## src/rtl/uart_pkg.sv

```systemverilog
// Shared UART definitions: receiver FSM state encoding, parity modes and the
// 3-sample majority helper used by the bit sampler.
package uart_pkg;

   typedef enum logic [2:0] {
      ST_IDLE,
      ST_START,
      ST_DATA,
      ST_PARITY,
      ST_STOP
   } uart_state_t;

   localparam int PARITY_NONE = 0;
   localparam int PARITY_EVEN = 1;
   localparam int PARITY_ODD  = 2;

   function automatic logic maj3(input logic a, input logic b, input logic c);
      return (a & b) | (a & c) | (b & c);
   endfunction

endpackage

```

## src/rtl/uart_bit_sampler.sv

```systemverilog
// Bit timer for the UART receiver: counts clocks within a bit, takes three
// samples around mid-bit and reports the majority at the decision point.
module uart_bit_sampler #(
   parameter int CLKS_PER_BIT = 868
) (
   input  logic clk,
   input  logic reset,
   input  logic rxs,
   input  logic restart,
   output logic bit_tick,
   output logic bit_val,
   output logic bit_end
);
   import uart_pkg::*;

   localparam int CW = $clog2(CLKS_PER_BIT);
   localparam int H  = CLKS_PER_BIT / 2;

   localparam logic [CW-1:0] CNT_PRE  = CW'(H - 1);
   localparam logic [CW-1:0] CNT_MID  = CW'(H);
   localparam logic [CW-1:0] CNT_DEC  = CW'(H + 1);
   localparam logic [CW-1:0] CNT_LAST = CW'(CLKS_PER_BIT - 1);

   logic [CW-1:0] cnt;
   logic          s_pre;
   logic          s_mid;

   always_ff @(posedge clk or posedge reset) begin
      if (reset) begin
         cnt   <= '0;
         s_pre <= 1'b1;
         s_mid <= 1'b1;
      end else begin
         if (restart || cnt == CNT_LAST) begin
            cnt <= '0;
         end else begin
            cnt <= cnt + 1'b1;
         end
         if (!restart && cnt == CNT_PRE) begin
            s_pre <= rxs;
         end
         if (!restart && cnt == CNT_MID) begin
            s_mid <= rxs;
         end
      end
   end

   // Third sample is the live synchronised line at the decision cycle.
   always_comb begin
      bit_tick = !restart && (cnt == CNT_DEC);
      bit_end  = !restart && (cnt == CNT_LAST);
      bit_val  = maj3(s_pre, s_mid, rxs);
   end

endmodule

```

## src/rtl/uart_rx_framed.sv

```systemverilog
// Parametrised UART receiver: configurable data width, parity and stop bits,
// per-frame status flags and a valid/ready output register with overrun pulse.
module uart_rx_framed #(
   parameter int CLKS_PER_BIT = 868,
   parameter int DATA_BITS    = 8,
   parameter int PARITY       = 0,
   parameter int STOP_BITS    = 1
) (
   input  logic                 clk,
   input  logic                 reset,
   input  logic                 i_rx,
   output logic                 o_valid,
   input  logic                 i_ready,
   output logic [DATA_BITS-1:0] o_data,
   output logic                 o_parity_err,
   output logic                 o_frame_err,
   output logic                 o_break,
   output logic                 o_overrun
);
   import uart_pkg::*;

   localparam int             BW         = $clog2(DATA_BITS);
   localparam logic [BW-1:0]  LAST_BIT   = BW'(DATA_BITS - 1);
   localparam logic           HAS_PARITY = (PARITY != PARITY_NONE);
   localparam logic           TWO_STOPS  = (STOP_BITS == 2);

   logic rx_meta;
   logic rxs;

   always_ff @(posedge clk or posedge reset) begin
      if (reset) begin
         rx_meta <= 1'b1;
         rxs     <= 1'b1;
      end else begin
         rx_meta <= i_rx;
         rxs     <= rx_meta;
      end
   end

   uart_state_t state;
   uart_state_t state_nx;
   logic        restart;
   logic        bit_tick;
   logic        bit_val;
   logic        bit_end;
   logic        done;

   logic [DATA_BITS-1:0] shreg;
   logic [BW-1:0]        bit_idx;
   logic                 stop_idx;
   logic                 par_acc;
   logic                 pbit;
   logic                 par_err;
   logic                 frame_err;
   logic                 stop1;
   logic                 last_stop;
   logic                 first_stop;
   logic                 fe_now;
   logic                 brk_now;

   uart_bit_sampler #(
      .CLKS_PER_BIT (CLKS_PER_BIT)
   ) u_sampler (
      .clk      (clk),
      .reset    (reset),
      .rxs      (rxs),
      .restart  (restart),
      .bit_tick (bit_tick),
      .bit_val  (bit_val),
      .bit_end  (bit_end)
   );

   always_ff @(posedge clk or posedge reset) begin
      if (reset) begin
         state <= ST_IDLE;
      end else begin
         state <= state_nx;
      end
   end

   // Leaving STOP at the decision cycle lets IDLE catch a start edge that
   // arrives before the nominal end of the last stop bit.
   always_comb begin
      state_nx  = state;
      done      = 1'b0;
      restart   = (state == ST_IDLE);
      last_stop = !TWO_STOPS || stop_idx;
      case (state)
         ST_IDLE: begin
            if (!rxs) begin
               state_nx = ST_START;
            end
         end
         ST_START: begin
            if (bit_tick && bit_val) begin
               state_nx = ST_IDLE;
            end else if (bit_end) begin
               state_nx = ST_DATA;
            end
         end
         ST_DATA: begin
            if (bit_end && bit_idx == LAST_BIT) begin
               state_nx = HAS_PARITY ? ST_PARITY : ST_STOP;
            end
         end
         ST_PARITY: begin
            if (bit_end) begin
               state_nx = ST_STOP;
            end
         end
         ST_STOP: begin
            if (bit_tick && last_stop) begin
               state_nx = ST_IDLE;
               done     = 1'b1;
            end
         end
         default: state_nx = ST_IDLE;
      endcase
   end

   always_ff @(posedge clk or posedge reset) begin
      if (reset) begin
         shreg     <= '0;
         bit_idx   <= '0;
         stop_idx  <= 1'b0;
         par_acc   <= 1'b0;
         pbit      <= 1'b0;
         par_err   <= 1'b0;
         frame_err <= 1'b0;
         stop1     <= 1'b1;
      end else begin
         case (state)
            ST_IDLE: begin
               bit_idx   <= '0;
               stop_idx  <= 1'b0;
               par_acc   <= 1'b0;
               pbit      <= 1'b0;
               par_err   <= 1'b0;
               frame_err <= 1'b0;
            end
            ST_DATA: begin
               if (bit_tick) begin
                  shreg   <= {bit_val, shreg[DATA_BITS-1:1]};
                  par_acc <= par_acc ^ bit_val;
               end
               if (bit_end) begin
                  bit_idx <= bit_idx + 1'b1;
               end
            end
            ST_PARITY: begin
               if (bit_tick) begin
                  pbit    <= bit_val;
                  par_err <= (PARITY == PARITY_ODD) ? ~(par_acc ^ bit_val)
                                                    : (par_acc ^ bit_val);
               end
            end
            ST_STOP: begin
               if (bit_tick) begin
                  if (!bit_val) begin
                     frame_err <= 1'b1;
                  end
                  if (!stop_idx) begin
                     stop1 <= bit_val;
                  end
               end
               if (bit_end) begin
                  stop_idx <= 1'b1;
               end
            end
            default: ;
         endcase
      end
   end

   // Status for the completing frame includes the stop vote being decided now.
   always_comb begin
      fe_now     = frame_err | ~bit_val;
      first_stop = stop_idx ? stop1 : bit_val;
      brk_now    = (shreg == '0) && !(HAS_PARITY && pbit) && !first_stop;
   end

   always_ff @(posedge clk or posedge reset) begin
      if (reset) begin
         o_valid      <= 1'b0;
         o_data       <= '0;
         o_parity_err <= 1'b0;
         o_frame_err  <= 1'b0;
         o_break      <= 1'b0;
         o_overrun    <= 1'b0;
      end else begin
         o_overrun <= 1'b0;
         if (done && (!o_valid || i_ready)) begin
            o_valid      <= 1'b1;
            o_data       <= shreg;
            o_parity_err <= par_err;
            o_frame_err  <= fe_now;
            o_break      <= brk_now;
         end else begin
            if (done) begin
               o_overrun <= 1'b1;
            end
            if (o_valid && i_ready) begin
               o_valid <= 1'b0;
            end
         end
      end
   end

endmodule

```

## config.mk

```make
export PLATFORM = sky130hd
export DESIGN_NAME = uart_rx_framed
export DESIGN_NICKNAME = d
export VERILOG_FILES = /design/src/rtl/uart_pkg.sv /design/src/rtl/uart_bit_sampler.sv /design/src/rtl/uart_rx_framed.sv
export SDC_FILE = /design/constraint.sdc
export NUM_CORES = 1
export LEC_CHECK = 0
export CAP_MARGIN = 0
export CORE_AREA = 2 2 63 65
export CTS_CLUSTER_DIAMETER = 40
export DETAILED_ROUTE_END_ITERATION = 16
export DIE_AREA = 0 0 65 67
export GPL_TIMING_DRIVEN = 1
export HOLD_SLACK_MARGIN = 0.12
export PLACE_DENSITY_LB_ADDON = 0.12
export SETUP_SLACK_MARGIN = 0.15
export SYNTH_ARGS = -nofsm -noshare
export SYNTH_HDL_FRONTEND = slang
export SYNTH_SLANG_ARGS = --single-unit
```

## constraint.sdc

```tcl
create_clock -name clk -period 5.1 [get_ports clk]
set_input_delay 1.02 -clock clk [delete_from_list [all_inputs] [get_ports clk]]
set_output_delay 1.02 -clock clk [all_outputs]
set_load 0.02 [all_outputs]
```

==> results of run 1 <==
-- area by class of cell --
class                      count  area (um2)
multi-input combinational    122         930
inverter                      11        41.3
tap                           48        60.1
sequential                    46        1160
fill                         258        1110
clock inverter                 3        68.8
clock buffer                   5        68.8
timing repair buffer          17         168
-- cell families (layout without fill, tap and decap cells) --
family                   Yosys count  after routing
multiplexers                      22             22
adder cells (fa/ha/maj)            5              5
AND/OR/NAND/NOR                   66             66
AO/OA/AOI/OAI                     20             20
XOR/XNOR                           9              9
buffers and inverters             18             36
flip-flops                        46             46
-- layer usage --
layer / global-route usage / wire length, um / up-vias
li1: - / - / 683
met4: 0.0957 / 49 / 0
met1: 0.261 / 1640 / 716
met5: 0 / 0 / -
met3: 0.0372 / 203 / 6
met2: 0.327 / 1900 / 48
-- how the worst max path moves through the flow --
| stage | start | endpoint | slack (ps) | depth (start not counted) |
|---|---|---|---|---|
| 4_1_cts | i_ready | o_data[6] | 2620 | 5 |
| 2_1_floorplan | reset | bit_idx[0] | 3000 | 1 |
| 5_1_grt | i_ready | o_data[6] | 2570 | 5 |
| 3_5_place_dp | i_ready | o_data[5] | 2300 | 5 |
| 6_report | i_ready | o_data[6] | 2630 | 5 |
| 3_3_place_gp | i_ready | o_data[6] | 2340 | 5 |
-- flip-flops by register name, summed over array words and instances, names as in the netlist --
register,flops
o_break,1
u_sampler.cnt,10
shreg,8
rx_meta,1
par_err,1
o_frame_err,1
par_acc,1
stop_idx,1
o_parity_err,1
bit_idx,3
state,3
o_data,8
o_overrun,1
stop1,1
u_sampler.s_pre,1
rxs,1
o_valid,1
u_sampler.s_mid,1
frame_err,1
-- layout by cell type, fill, tap and decap left out, types with 6 or more instances in the layout --
cell,Yosys,routed
clkdlybuf4s50_1,0,16
dfrtp_1,41,41
inv_1,11,10
mux2_1,8,8
mux2_2,10,10
nand2_1,8,8
nand3_1,8,8
nor2_1,21,21
nor3_1,6,6
xnor2_1,6,6
-- power groups by stage --
stage / Sequential (mW) / Clock [mW] / Combinational (mW)
after floorplan: 0.374 / 0 / 0.00564
after global placement: 0.374 / 0 / 0.0101
after detailed placement: 0.374 / 0 / 0.0102
after CTS: 0.367 / 0.322 / 0.0102
after global routing: 0.367 / 0.341 / 0.0115
final: 0.367 / 0.318 / 0.00964
-- through the flow --
stage,hold slack [ps],util,cell area (um2)
floorplan,345,-,2180
global placement,351,0.653,2360
detailed placement,350,0.653,2360
CTS,362,0.692,2490
global route,363,0.692,2490
finish,361,0.692,2490
-- worst max-delay path, delay by kind of cell --
family	cells	cell delay [ps]
muxes	1	390
and+or+nand+nor	3	790
buffers and inverters	1	440
==> summary.md, run 1 <==
| Metric | Value |
|---|---|
| Share of post-route cells with drive strength above 1 | 0.162 |
| Final Cycle Share | 0.484 |
| Number of buffers inserted during clock tree synthesis | 5 |
| Data arrival time at the worst-slack endpoint | 2650 ps |
| Part of the Yosys area used for sequential elements | 0.532 |
| RePlAce Congestion | 0.839 |
| Part of the power in combinational logic | 0.014 |
| Reg-to-reg critical path endpoint | u_sampler.cnt[3] |
| Most instantiated flip-flop cell in the synthesis netlist | dfrtp_1 |
| Clock network fraction of total power | 0.458 |
| Min setup slack post-route | 2630 ps |
| Net count of the mapped netlist | 195 |
| Gate count of the mapped netlist | 186 |
| Number of global-route vias before repair | 1465 |
| IO Pins | 17 |
| Leakage power | 1.14 nW |
| Clock insertion delay at the later pin of the skew report | 300 ps |
| Worst r2r path cells | 5 |
| Final worst path period need | 2470 ps |
| Min-Delay Endpoint | rxs |
| Run status | completed |
| Worst clock skew | 10.2 ps |
| Async set or reset register ratio after synthesis | 1.00 |
| Buffers added on ports | 16 |
| Area growth from synthesis to layout | 14.6% |
| Final #Nets | 212 |
| Largest stage delay, worst path | 490 ps |
| Unrepaired setup endpoints after global routing | no |
| Clock tree from TritonCTS | built |
| Die Width | 65 um |
| Core area | 0.00361 mm2 |
| Biggest fanout along the worst timing path | 11 |
| Cell repeated most along the worst path | and3_1 |
| Distinct cell type count after synthesis | 46 |
| Cell with the most instances after synthesis | dfrtp_1 |
| Number of stages on the worst hold path | 0 |
| Post-CTS setup repair buffer count | 0 |
| Post-placement setup slack | 2300 ps |
| Critical path cell sequence | clkdlybuf4s50_1, nand2b_1, and3_1, and3_1, mux2_2 |
| Hold violation count in the final report | 0 |
| Top achievable clock speed | 405 MHz |
| Hold_buf cts | 0 |
| Total of cells resized after clock tree synthesis | 0 |
| Sequential share of power | 0.528 |
| Clock-pin slew on the worst setup and hold paths | 80 ps |
| Data required time of the worst path | 5280 ps |
| Estimated wirelength of the detail-placed design | 2.67 mm |
| Initial antenna violation count | 0 |
| Top-area cell type share of the netlist area | 0.472 |
| Synth Area in Compound Gates | 0.0753 |
| Post-synth EDFFs | 0 |
| Internal cell power | 0.565 mW |
| Mapped Avg Cell Area | 11.7 um2 |
| Startpoint of the most critical register-to-register path | u_sampler.cnt[0] |
| Critical path type | input port to register |
| Non-Filler Instances | 252 |
| Worst path slowest cell | and3_1 |
| Fraction of synthesized area in multiplexers | 0.112 |
| TritonRoute pass-1 iters | 4 |
| Placement Rows | 22 |
| Post-synthesis share of cell area spent on and, or, nand and nor gates | 0.175 |
| Register-to-register path setup slack | 2950 ps |
| Total wirelength of the detailed-routed design | 3.80 mm |
| # DRC | 0 |
| Pwr dens | 278 mW/mm2 |
| Overall power | 0.694 mW |
| Effective utilization at floorplan | 0.603 |
| Worst-Margin Slew | 560 ps |
| Synth Register Bits | 46 |
| Clock sinks | 46 |
| Post-synthesis share of cell area spent on xor and xnor gates | 0.0362 |
| Worst slew margin | 0.625 |
| Root Buffer | clkbuf_8 |
| DR vias/cell | 5.77 |
| Count of yosys warnings during synthesis | 0 |
| Deepest level of the CTS H-tree | 2 |
| Post-synthesis cell area | 0.00218 mm2 |
| Post-Synth Adder-Cell Area | 0.0288 |
| Largest family of logic cells by synthesized area | simple AND/OR/NAND/NOR gates |
| Hold Crit Start | rx_meta |
| Net switching power | 0.129 mW |
| Slew Viols, Final | 0 |
| Placed Instances | 244 |
| Antenna cells | 0 |
| Post-route ant nets | 0 |
| Fraction of power spent switching nets | 0.186 |
| Path category of the worst min-delay check | register to register |
| GRT overflow | 0 |
| Max cap viols | 0 |
| Biggest area contributors in the synthesized netlist | dfrtp_1 (47%), dfstp_2 (6.0%), mux2_2 (5.2%) |
| Global-route usage over all layers | 0.201 |
| Post-synth top cells | dfrtp_1 (41), nor2_1 (21), inv_1 (11) |
| Wire length of the first global-routing pass | 6.66 mm |
| Element type at the critical path start | input port |
| Cell taking the most area after synthesis | dfrtp_1 |
| Post-route setup TNS | 0 ps |
| Largest net degree at the start of global routing | 47 |
| Area of the die | 0.00436 mm2 |
| Capturing element type of the critical path | register |
| Final routed wire length divided by cell count | 15.1 um |
| CTS max path bufs | 2 |
| Number of failing setup endpoints in the final timing report | 0 |
| DR iter-0 viols | 58 |
| Via Count | 1453 |
| Die height | 67 um |
| IR drop worst, VDD | 0.202 mV |
Note: power is estimated with default switching activity, not from simulation.
==> run 2: changes to the inputs <==
- CORE_AREA: 2 2 63 65 -> 2 2 68 70
- DIE_AREA: 0 0 65 67 -> 0 0 70 72
- clock period: 5.1 -> 2.1 ns (I/O delays scaled with it)
==> summary.md, run 2 (same netlist as run 1, synthesis figures left out) <==
| Metric | Value |
|---|---|
| Global-route usage over all layers | 0.171 |
| Met1 GRT Util | 0.225 |
| Worst slew margin | 0.498 |
| Post-route setup TNS | 0 ps |
| Number of failing setup endpoints in the final timing report | 0 |
| Part of the power in combinational logic | 0.018 |
| Worst setup startpoint | u_sampler.cnt[9] |
| Fraction of power spent switching nets | 0.200 |
| Most heavily used metal layer in global routing | met2 |
| Max cap viols | 0 |
| Placement Rows | 24 |
| DR iter-0 viols | 112 |
| RePlAce Congestion | 0.848 |
| Startpoint of the most critical register-to-register path | u_sampler.cnt[9] |
| Non-Filler Instances | 263 |
| Most common library cell in the layout ignoring fill and taps | dfrtp_1 |
| Via Count | 1449 |
| Number of buffers inserted during clock tree synthesis | 5 |
| Hold_buf cts | 0 |
| Estimated wirelength of the detail-placed design | 2.84 mm |
| Critical path type | register to register |
| Fill cells | 359 |
| Clock network fraction of total power | 0.414 |
| # DRC | 0 |
| Data required time of the worst path | 2280 ps |
| Post-placement setup slack | 125 ps |
| Slew Viols, Final | 0 |
| Effective utilization at floorplan | 0.510 |
| Largest register FFs | 10 |
| Antenna cells | 0 |
| Internal cell power | 1.25 mW |
| Element type at the critical path start | register |
| Hold Crit Start | rx_meta |
| Most frequent cells in the layout | dfrtp_1 (41), nor2_1 (21), clkdlybuf4s50_1 (16), mux2_2 (10), inv_1 (10) |
| TritonRoute pass-1 iters | 4 |
| Clock-pin slew on the worst setup and hold paths | 90 ps |
| CTS max path bufs | 2 |
| Pwr dens | 606 mW/mm2 |
| Die Width | 70 um |
| Initial antenna violation count | 0 |
| Number of global-route vias before repair | 1508 |
| Data arrival time at the worst-slack endpoint | 1970 ps |
| Final Cycle Share | 0.854 |
| IR drop worst, VDD | 0.498 mV |
| Capturing element type of the critical path | register |
| Leakage power | 1.18 nW |
| Unrepaired setup endpoints after global routing | no |
| Worst-Margin Slew | 748 ps |
| Placed Instances | 254 |
| Fraction of the core area covered by cells at the end of the flow | 0.607 |
| Sequential share of power | 0.568 |
| Total non-filler cell area in the finished layout | 0.00259 mm2 |
| Clock insertion delay at the later pin of the skew report | 290 ps |
| Final #Nets | 219 |
| Total wirelength of the detailed-routed design | 3.95 mm |
| Final worst path period need | 1790 ps |
| Met3 demand-to-capacity share in global routing | 0.0375 |
| Area taken by multi-input logic gates | 956 um2 |
| Post-route ant nets | 0 |
| Registers with the most flip-flops | u_sampler.cnt: 10 flops, o_data: 8 flops, shreg: 8 flops |
| Clock sinks | 46 |
| Register with the most flip-flops | u_sampler.cnt |
| Die height | 72 um |
| Run status | completed |
| IO Pins | 17 |
| Biggest fanout along the worst timing path | 11 |
| Core area | 0.00426 mm2 |
| Worst clock skew | 8.63 ps |
| Path category of the worst min-delay check | register to register |
| Final routed wire length divided by cell count | 15.0 um |
| Clock tree from TritonCTS | built |
| Wire length of the first global-routing pass | 6.88 mm |
| Largest net degree at the start of global routing | 29 |
| Met2 Use GR | 0.291 |
| GRT overflow | 0 |
| Min setup slack post-route | 307 ps |
| Deepest level of the CTS H-tree | 2 |
| Share of post-route cells with drive strength above 1 | 0.199 |
| Top achievable clock speed | 558 MHz |
| Root Buffer | clkbuf_8 |
| Buffers added on ports | 16 |
| Area of the die | 0.00504 mm2 |
| Area growth from synthesis to layout | 18.9% |
| Net switching power | 0.314 mW |
| Post-detailed-placement cell area | 0.00244 mm2 |
| Hold violation count in the final report | 0 |
| DR vias/cell | 5.51 |
| FF/Latch Area | 0.00116 mm2 |
==> run 2: metal layers <==
layer	up-vias	part of all wire
li1	699	-
met5	-	0
met2	24	0.48
met3	2	0.030
met4	0	0.0048
met1	724	0.48
==> run 2: cell type report <==
cell class,count,share of cell area
flip-flops and latches,46,0.447
multi-input cells,122,0.369
repair buffers,24,0.0996
clock buffers,6,0.0280
well taps,52,0.0251
inverters,11,0.0160
clock inverters,2,0.0145
==> run 2: metrics by stage <==
step	hold slack, ps	power (mW)
CTS	361	1.59
global placement	348	0.936
global route	363	1.63
finish	359	1.57
detailed placement	348	0.937
floorplan	345	0.921
==> run 2: power by group through the flow <==
stage	clock [mW]	combinational [mW]	sequential, mW
after floorplan	0	0.0137	0.907
after global placement	0	0.0278	0.908
after detailed placement	0	0.0293	0.908
after CTS	0.665	0.0294	0.891
after global routing	0.711	0.0326	0.891
final	0.649	0.0277	0.890
==> run 2: path summary, 6_finish.rpt <==
kind | slack (ps) | to | depth (start not counted)
setup / recovery | 310 | o_data[2] | 5
setup reg to reg | 310 | o_data[2] | 5
hold / removal | 360 | rxs | 0
hold reg to reg | 360 | rxs | 0
min in group asynchronous | 460 | shreg[4] | 2
max in group asynchronous | 1030 | u_sampler.s_pre | 3
==> run 2: critical path, cell delays in order (launching register included) <==
cell	delay (ps)
dfrtp_1	420
nand4bb_4	280
nor4_4	270
and3_4	240
buf_12	130
mux2_1	340
==> run 2: repair_timing <==
action,CTS,global route
endpoints found under the setup margin,0,13
gates resized for setup,0,4
buffers inserted,0,1
==> run 3: changes to the inputs <==
- ABC_CLOCK_PERIOD_IN_PS: not set -> 2100
- GPL_TIMING_DRIVEN: 1 -> 0
==> summary.md, run 3 (same netlist as run 1, synthesis figures left out) <==
| Metric | Value |
|---|---|
| DR vias/cell | 5.47 |
| Number of stages on the worst hold path | 0 |
| RePlAce Congestion | 0.832 |
| Antenna cells | 0 |
| Slew Viols, Final | 0 |
| Largest register FFs | 10 |
| Startpoint of the most critical register-to-register path | u_sampler.cnt[6] |
| Final routed wire length divided by cell count | 15.2 um |
| Final Cycle Share | 0.901 |
| Global-route usage over all layers | 0.176 |
| # DRC | 0 |
| Root Buffer | clkbuf_8 |
| Fill cells | 339 |
| Internal cell power | 1.13 mW |
| Deepest level of the CTS H-tree | 2 |
| Final worst path period need | 1890 ps |
| Unrepaired setup endpoints after global routing | no |
| Detailed-routing wirelength on met1 | 1.81 mm |
| Registers with the most flip-flops | u_sampler.cnt: 10 flops, o_data: 8 flops, shreg: 8 flops |
| Via Count | 1461 |
| Number of global-route vias before repair | 1485 |
| Total buffers and inverters traversed by the critical path | 1 |
| Clock tree from TritonCTS | built |
| Data required time of the worst path | 2280 ps |
| Final #Nets | 223 |
| Reg-to-reg critical path endpoint | o_parity_err |
| Hold Crit Start | rx_meta |
| Sequential share of power | 0.621 |
| Biggest fanout along the worst timing path | 10 |
| Clock insertion delay at the later pin of the skew report | 290 ps |
| IO Pins | 17 |
| Hold violation count in the final report | 0 |
| Pwr dens | 560 mW/mm2 |
| Max layer used | met4 |
| Clock network fraction of total power | 0.364 |
| Register with the most flip-flops | u_sampler.cnt |
| Die height | 72 um |
| Worst clock skew | 6.48 ps |
| GRT overflow | 0 |
| WL met3 | 127 um |
| Hold_ws | 362 ps |
| Post-route ant nets | 0 |
| Leakage power | 1.17 nW |
| Path category of the worst min-delay check | register to register |
| Clock-pin slew on the worst setup and hold paths | 80 ps |
| Area growth from synthesis to layout | 17.8% |
| TritonRoute pass-1 iters | 4 |
| Element type at the critical path start | register |
| IR drop worst, VDD | 0.383 mV |
| Die Width | 70 um |
| Buffers added on ports | 16 |
| Worst slew margin | 0.373 |
| Wire length of the first global-routing pass | 7.11 mm |
| Effective utilization at floorplan | 0.510 |
| Largest stage delay, worst path | 460 ps |
| Total met2 wirelength after detailed routing | 2.07 mm |
| Critical path cell sequence | nand4bb_4, nor4_4, and3_4, buf_6, mux2_1 |
| Net switching power | 0.306 mW |
| Critical path type | register to register |
| Most frequent cells in the layout | dfrtp_1 (41), nor2_1 (21), clkdlybuf4s50_1 (16), mux2_2 (10), inv_1 (10) |
| Number of failing setup endpoints in the final timing report | 0 |
| Initial antenna violation count | 0 |
| Min-Delay Endpoint | rxs |
| Total wirelength of the detailed-routed design | 4.05 mm |
| Clock sinks | 46 |
| Run status | completed |
| Gate family responsible for the most delay along the worst path | simple AND/OR/NAND/NOR gates |
| Part of the power in combinational logic | 0.016 |
| Placement Rows | 24 |
| Worst-Margin Slew | 939 ps |
| Top achievable clock speed | 529 MHz |
| Area of the die | 0.00504 mm2 |
| Max cap viols | 0 |
| Worst r2r path cells | 5 |
| Data arrival time at the worst-slack endpoint | 2070 ps |
| Largest net degree at the start of global routing | 47 |
| Estimated wirelength of the detail-placed design | 2.79 mm |
| CTS max path bufs | 2 |
| Fraction of power spent switching nets | 0.213 |
| Register-to-register path setup slack | 210 ps |
| Share of post-route cells with drive strength above 1 | 0.214 |
| Number of buffers inserted during clock tree synthesis | 5 |
| DR iter-0 viols | 42 |
| Capturing element type of the critical path | register |
| Post-route setup TNS | 0 ps |
| Most common library cell in the layout ignoring fill and taps | dfrtp_1 |
| Total non-filler cell area in the finished layout | 0.00256 mm2 |
| Post-detailed-placement cell area | 0.00240 mm2 |
| Worst path slowest cell | dfrtp_1 |
| Core area | 0.00426 mm2 |
## run 3: cell count changes in the layout (fill, tap and decap cells not counted), moves of 2 or more
cell / before / now
buf_12: 3 / 0
buf_2: 0 / 2
buf_6: 0 / 2
clkbuf_1: 1 / 3
## run 3: power groups by stage
stage / clock network, mW / logic (mW) / registers [mW]
final: 0.522 / 0.0228 / 0.891
after global routing: 0.580 / 0.0268 / 0.891
after CTS: 0.537 / 0.0243 / 0.891
after detailed placement: 0 / 0.0243 / 0.908
after global placement: 0 / 0.0230 / 0.908
after floorplan: 0 / 0.0137 / 0.907
## run 3: cell type report
cell class                      instances  area (um2)  share of cell area
Buffer                                  7        47.5              0.0185
Clock buffer                            6        72.6              0.0283
Clock inverter                          2        13.8             0.00537
Timing Repair Buffer                   21         198              0.0771
Tap cell                               52        65.1              0.0254
Sequential cell                        46        1160               0.451
Inverter                               11        41.3              0.0161
Multi-Input combinational cell        122         968               0.378
## run 3: routing by layer
metal / vias to the layer above / GRT usage
met2: 29 / 0.280
li1: 703 / -
met3: 6 / 0.0347
met1: 723 / 0.243
met5: - / 0
met4: 0 / 0.0598
## run 3: per-stage QoR
step | setup WS (ps) | total power [mW] | utilization | std cells
finish | 208 | 1.44 | 0.601 | 267
global route | 100 | 1.50 | 0.601 | 267
CTS | 143 | 1.45 | 0.590 | 265
detailed placement | 51.7 | 0.933 | 0.563 | 254
global placement | -207 | 0.931 | 0.563 | 254
floorplan | 347 | 0.921 | - | 186
## run 3: how the worst max path moves through the flow
stage	start	to	depth (start not counted)
after global routing	u_sampler.cnt[6]	o_parity_err	5
after global placement	reset	bit_idx[1]	2
after floorplan	u_sampler.cnt[0]	stop1	5
final	u_sampler.cnt[6]	o_parity_err	5
after detailed placement	i_ready	o_parity_err	6
after CTS	u_sampler.cnt[6]	o_parity_err	5
## run 3: repair_timing
| action | in CTS | in global routing |
|---|---|---|
| pin swaps | 1 | 2 |
| resized for setup | 2 | 4 |
| buffers inserted | 3 | 2 |
| setup endpoints to repair | 13 | 21 |
| hold buffers | 0 | 0 |
